$ cat src/rtl/fp_mult_issue_ctrl.sv
// Flow-control shell for the free-running pipelined FP32 multiplier fp_mult_ppl:
// issues operand pairs, tracks in-flight products and buffers results in a FIFO.
module fp_mult_issue_ctrl #(
  parameter int LATENCY = 3,
  parameter int DEPTH   = 8
) (
  input  logic        clk,
  input  logic        reset_n,
  input  logic        in_valid,
  output logic        in_ready,
  input  logic [31:0] in_a,
  input  logic [31:0] in_b,
  output logic        mult_en,
  output logic [31:0] mult_a,
  output logic [31:0] mult_b,
  input  logic [31:0] mult_q,
  output logic        out_valid,
  input  logic        out_ready,
  output logic [31:0] out_data,
  output logic        busy
);

  localparam int PW = $clog2(DEPTH);
  localparam int OW = $clog2(DEPTH + 1);

  localparam logic [PW:0]   CNT_ONE  = (PW+1)'(1);
  localparam logic [PW:0]   CNT_FULL = (PW+1)'(DEPTH);
  localparam logic [OW-1:0] OCC_ONE  = OW'(1);
  localparam logic [OW-1:0] OCC_FULL = OW'(DEPTH);
  localparam logic [PW-1:0] PTR_ONE  = PW'(1);

  logic              mult_en_q;
  logic [31:0]       mult_a_q,  mult_a_d;
  logic [31:0]       mult_b_q,  mult_b_d;
  logic [LATENCY:0]  vld_sr_q,  vld_sr_d;
  logic [PW-1:0]     wr_ptr_q,  wr_ptr_d;
  logic [PW-1:0]     rd_ptr_q,  rd_ptr_d;
  logic [PW:0]       count_q,   count_d;
  logic [OW-1:0]     occ_q,     occ_d;
  logic [31:0]       mem [DEPTH];

  logic issue;
  logic pop;
  logic fifo_wr;

  // in_ready depends only on registers so the upstream can never form a loop through in_valid.
  assign in_ready  = mult_en_q & (occ_q != OCC_FULL);
  assign out_valid = (count_q != '0);
  assign out_data  = mem[rd_ptr_q];
  assign busy      = (occ_q != '0);
  assign mult_en   = mult_en_q;
  assign mult_a    = mult_a_q;
  assign mult_b    = mult_b_q;

  assign issue   = in_valid & in_ready;
  assign pop     = out_valid & out_ready;
  assign fifo_wr = vld_sr_q[LATENCY];

  // NOTE: every signal assigned here gets a default first, so no path can infer a latch.
  always_comb begin
    mult_a_d = mult_a_q;
    mult_b_d = mult_b_q;
    wr_ptr_d = wr_ptr_q;
    rd_ptr_d = rd_ptr_q;
    count_d  = count_q;
    occ_d    = occ_q;
    vld_sr_d = {vld_sr_q[LATENCY-1:0], issue};

    if (issue) begin
      mult_a_d = in_a;
      mult_b_d = in_b;
    end
    if (fifo_wr) wr_ptr_d = wr_ptr_q + PTR_ONE;
    if (pop)     rd_ptr_d = rd_ptr_q + PTR_ONE;

    case ({fifo_wr, pop})
      2'b10:   count_d = count_q + CNT_ONE;
      2'b01:   count_d = count_q - CNT_ONE;
      default: count_d = count_q;
    endcase

    // Credits are taken at issue, so a slot is reserved before the product exists.
    case ({issue, pop})
      2'b10:   occ_d = occ_q + OCC_ONE;
      2'b01:   occ_d = occ_q - OCC_ONE;
      default: occ_d = occ_q;
    endcase
  end

  // NOTE: state registers use non-blocking assignments so all flops update from pre-edge values.
  always_ff @(posedge clk or negedge reset_n) begin
    if (!reset_n) begin
      mult_en_q <= 1'b0;
      mult_a_q  <= '0;
      mult_b_q  <= '0;
      vld_sr_q  <= '0;
      wr_ptr_q  <= '0;
      rd_ptr_q  <= '0;
      count_q   <= '0;
      occ_q     <= '0;
    end else begin
      mult_en_q <= 1'b1;
      mult_a_q  <= mult_a_d;
      mult_b_q  <= mult_b_d;
      vld_sr_q  <= vld_sr_d;
      wr_ptr_q  <= wr_ptr_d;
      rd_ptr_q  <= rd_ptr_d;
      count_q   <= count_d;
      occ_q     <= occ_d;
    end
  end

  // NOTE: the storage array has no reset; count_q gates every read, so stale contents are never visible.
  always_ff @(posedge clk) begin
    if (fifo_wr) mem[wr_ptr_q] <= mult_q;
  end

  a_no_overflow: assert property (@(posedge clk) disable iff (!reset_n)
                                  !(fifo_wr && (count_q == CNT_FULL)));
  a_occ_bound:   assert property (@(posedge clk) disable iff (!reset_n)
                                  occ_q <= OCC_FULL);

endmodule

$ cat config.mk
export PLATFORM = sky130hd
export DESIGN_NAME = fp_mult_issue_ctrl
export DESIGN_NICKNAME = d
export VERILOG_FILES = /design/src/rtl/fp_mult_issue_ctrl.sv
export SDC_FILE = /design/constraint.sdc
export NUM_CORES = 1
export LEC_CHECK = 0
export CORE_ASPECT_RATIO = 2
export CORE_MARGIN = 5
export CORE_UTILIZATION = 49
export CTS_BUF_LIST = sky130_fd_sc_hd__clkbuf_8
export DETAILED_ROUTE_END_ITERATION = 8
export PLACE_DENSITY = 0.75
export SLEW_MARGIN = 25
export SYNTH_ARGS = -nofsm -noshare
export SYNTH_HDL_FRONTEND = slang
export SYNTH_SLANG_ARGS = --single-unit
$ cat constraint.sdc
create_clock -name clk -period 3.3 [get_ports clk]
set_input_delay 0.33 -clock clk [delete_from_list [all_inputs] [get_ports clk]]
set_output_delay 0.33 -clock clk [all_outputs]
set_load 0.1 [all_outputs]
# Yosys cells after proc, flatten, opt, wreduce, memory -nomap -nowiden
# Memory sizes are Yosys's and may differ from the RTL's.
# Cells that the tools add are included.
[classes] n_addsub=6 eq_ne=5 n_mux=4 bitwise_logic=3 reduce_logical=4
[op_table] op="4-bit one-hot mux with 2 select lines" count=2
[op_table] op="4-bit by 1-bit adder with 4-bit output (second input constant)" count=2
[op_table] op="4-bit nonzero test" count=2
[op_table] op="4-bit by 1-bit subtractor with 4-bit output (second input constant)" count=2
[op_table] op="3-bit by 1-bit adder with 3-bit output (second input constant)" count=2
[op_table] op="2-bit by 1-bit == test with 1-bit output (second input constant)" count=2
[op_table] op="2-bit == test (second input constant)" count=2
[op_table] op="4-bit inequality test (second input constant)" count=1
[op_table] op="2-bit nonzero test" count=2
[op_table] op="1-bit AND" count=3
[op_table] op="1-bit two-way mux" count=2
[word_totals] reg_bits=83 ram_bits=256 inputBits=100 out_inout_bits=100 elab_cells=31 memories=1
[mem_list] name="mem" words=8 width=32 rd=1 rd_ports_with_merged_regs=0 write_ports=1 line_no="40" text="logic [31:0] mem [DEPTH];"

# Logic depth before layout (Yosys ltp)
[depth] depth_word=5 mapped_depth=9 depth_no_buf=9

# Worst setup path before layout
# Ideal clock, no wire load.
[synth_timing] path_kind="register to output" from="register mult_en_q (netlist: mult_en)" to="output in_ready" t_arrival_ns=3.197 setup_slack_ns=-0.227 stages_incl_launch_ff=2 n_path_buf=0 cell_sequence="dfrtp_1 a21boi_0"
[synth_via] elab_chain_len=1
[synth_rtl] item="start, declared" line_no="32" text="logic mult_en_q;"
[synth_rtl] item="start signal, assigned" line_no="93" text="mult_en_q <= 1'b0;"
[synth_rtl] item="start signal, assigned" line_no="102" text="mult_en_q <= 1'b1;"
[synth_rtl] item="1-bit AND" line_no="47" text="assign in_ready = mult_en_q & (occ_q != OCC_FULL);"
[synth_rtl] item="end, declared" line_no="10" text="output logic in_ready,"
# Every way passes these cells.

# Worst setup path in the final report
[layout_timing] from="register rd_ptr_q[0]" to="output out_data[8]"
[layout_via] elab_chain_len=1
[layout_rtl] item="start, declared" line_no="37" text="logic [PW-1:0] rd_ptr_q, rd_ptr_d;"
[layout_rtl] item="start signal, assigned" line_no="107" text="rd_ptr_q <= rd_ptr_d;"
[layout_rtl] item="memory 8 x 32 bit"
[layout_rtl] item="end, declared" line_no="19" text="output logic [31:0] out_data,"
# Every way passes these cells.

==> impl_metrics.csv <==
group,metric,value,unit
timing,slew_headroom,26.2,%
layout,drive_gt1_share,24.4,%
global_route,grt_max_degree,84,
die,io_pins,200,
clock_network,clk_latency,550,ps
logic_synthesis,syn_area_per_cell,21.8,um2
setup_path,path_max_fanout,16,
layout,syn_to_final_growth,24.7,%
die,floorplan.initialDensity,49.3,%
timing,hold_viol,0,
logic_synthesis,yosysUniqueCellTypes,41,
timing,max_freq,329,MHz
clock_network,cts_buffer_depth,3,
placed_design,placed_area,15600,um2
timing,slew_viol_final,0,
layout,final_nets,956,
clock_network,htreeDepth,2,
layout,n_antenna_cell,0,
layout,register_area,9770,um2
die,die_w,126,um
timing,tightest_slew,1100,ps
logic_synthesis,yosysSeqAreaShare,74.0,%
global_route,antenna_found_initial,1,
logic_synthesis,syn_inst,607,
routing,routed_wl,28400,um
setup_path,crit_arrival,2710,ps
layout,final_cell_mix,"256 x edfxtp_1, 165 x clkdlybuf4s50_1, 80 x dfrtp_1, 60 x mux2_2, 48 x clkbuf_8",
timing,skew,12.5,ps
die,dieHeight,242,um
placed_design,globalplace.congestion,0.833,
setup_path,rrSetupSlack,430,ps
layout,stdcell_area,16500,um2
timing,rsz0062_at_grt,"false",
timing,setup_viol,0,
die,core_area,26800,um2
timing,post-route-min-period,3040,ps
layout,multiInputGateArea,3250,um2
die,rows,85,
routing,vias,6661,
routing,drt-initial-drc-count,486,
outcome,run_status,"completed",
setup_path,startpoint_type,"flip-flop",
logic_synthesis,ys_warn_count,0,
clock_network,clkTransAtPathRegs,70,ps
routing,drc,0,
logic_synthesis,synthArstFlopShare,24.5,%
logic_synthesis,netlist_area,13200,um2
routing,dr.pass1.iters,4,
setup_path,critPathCaptureType,"primary output",
placed_design,port_buffers,199,
routing,wl_per_cell,23.2,um
layout,final_util,61.4,%
layout,layout.cells.most_common,"edfxtp_1",
layout,fill_cells,1963,
global_route,grt_use_total,18.7,%
die,die_area,30500,um2
clock_network,cts_tree,"done",
global_route,grt_pass1_wl,43900,um
placed_design,dp_hpwl,18700,um
logic_synthesis,synth_edf_count,256,
clock_network,cts_buffers,46,
global_route,grt_overflow_total,0,
logic_synthesis,synth_seq_cells,339,
routing,postRouteAntennaNets,0,
flow_run,drv_cap,0,
setup_path,cp_data_required_time,2970,ps
logic_synthesis,syn_nets,716,
logic_synthesis,synth-main-ff-cell,"edfxtp_1",
timing,fin_setup_tns,0,ps
min_path,hold_class,"reg2reg",
routing,vias_per_cell,5.44,
clock_network,clock_sinks,339,
setup_path,crit_type,"reg2out",
clock_network,root_buffer,"clkbuf_8",
timing,period_share,92.0,%
global_route,grt_pass1_vias,7772,
[area by class of cell]
type | instances | area share (%)
Inverter | 9 | 0.205
Clock buffer | 48 | 4.01
Tap cell | 348 | 2.65
Multi-Input combinational cell | 232 | 19.8
Sequential cell | 339 | 59.4
Timing Repair Buffer | 219 | 13.1
Clock inverter | 30 | 0.897
[flip-flops by register name (all words and copies together), names as in the netlist, 3 cells and up]
signal	flops
count_q	4
mem	256
mult_a	32
mult_b	32
occ_q	4
rd_ptr_q	3
vld_sr_q	4
wr_ptr_q	3
[path summary, 6_finish.rpt]
check,cells after the start,start,end
max,4,rd_ptr_q[0],out_data[8]
min,0,vld_sr_q[0],vld_sr_q[1]
max reg2reg,8,count_q[2],occ_q[3]
min reg2reg,0,vld_sr_q[0],vld_sr_q[1]
max in group asynchronous,2,reset_n,rd_ptr_q[0]
min in group asynchronous,2,reset_n,mult_a[29]
[synthesized netlist by cell type, types with 3 or more instances]
master,number,share of area [%]
mux2_1,40,3.4
xor2_1,3,0.20
xnor2_1,6,0.40
buf_1,4,0.11
buf_6,6,0.51
mux4_1,28,5.6
nor3b_1,3,0.17
inv_1,9,0.26
nand2_1,6,0.17
mux4_2,36,6.1
nand2b_1,4,0.19
dfrtp_1,83,16
nor2_1,7,0.20
mux2_2,60,5.1
edfxtp_1,256,58
buf_2,6,0.23
clkbuf_1,7,0.20
ha_1,8,0.76
nand3_1,3,0.11
buf_12,4,0.61
a21oi_1,4,0.15
[metal layers]
| layer | GRT usage, % | vias to the layer above | share of wire (%) | routed length (um) |
|---|---|---|---|---|
| met4 | 7.33 | 2 | 3.1 | 871 |
| met2 | 34.6 | 271 | 56 | 15800 |
| li1 | - | 2944 | - | - |
| met1 | 19.7 | 3387 | 34 | 9530 |
| met5 | 0 | - | 0.046 | 13 |
| met3 | 5.54 | 57 | 7.7 | 2200 |
[cells by family (layout without fill, tap and decap cells)]
group | count (synthesis) | in the layout | synth area share [%]
fa+ha+maj | 9 | 9 | 0.910
simple gates | 33 | 33 | 1.43
mux | 166 | 166 | 20.4
compound gates | 14 | 14 | 0.768
xor+xnor | 9 | 9 | 0.597
buf+inv | 36 | 306 | 1.91
other cells | 1 | 1 | 0.0284
flops | 339 | 339 | 74.0
[metrics by stage]
step	instances	hold WS [ps]	setup slack [ps]
global route	1225	341	129
global placement	1145	333	607
detailed placement	1145	336	482
finish	1225	347	263
CTS	1224	332	28.5
floorplan	607	34.4	58.4
[worst max-delay path: stages, from the launching register on]
cell,delay (ps)
dfrtp_4,640
buf_4,360
mux4_1,600
mux2_2,300
buf_4,240
[what timing repair did]
item | CTS | global route
hold buffers | 1 | 0
endpoints found under the hold margin | 74 | 0
setup endpoints to repair | 0 | 8
resized for setup | 0 | 0
buffers inserted | 0 | 1
Power is left out: the tool's default activity adds up to more than one toggle a clock period on the data nets, which glitch-free logic cannot reach.
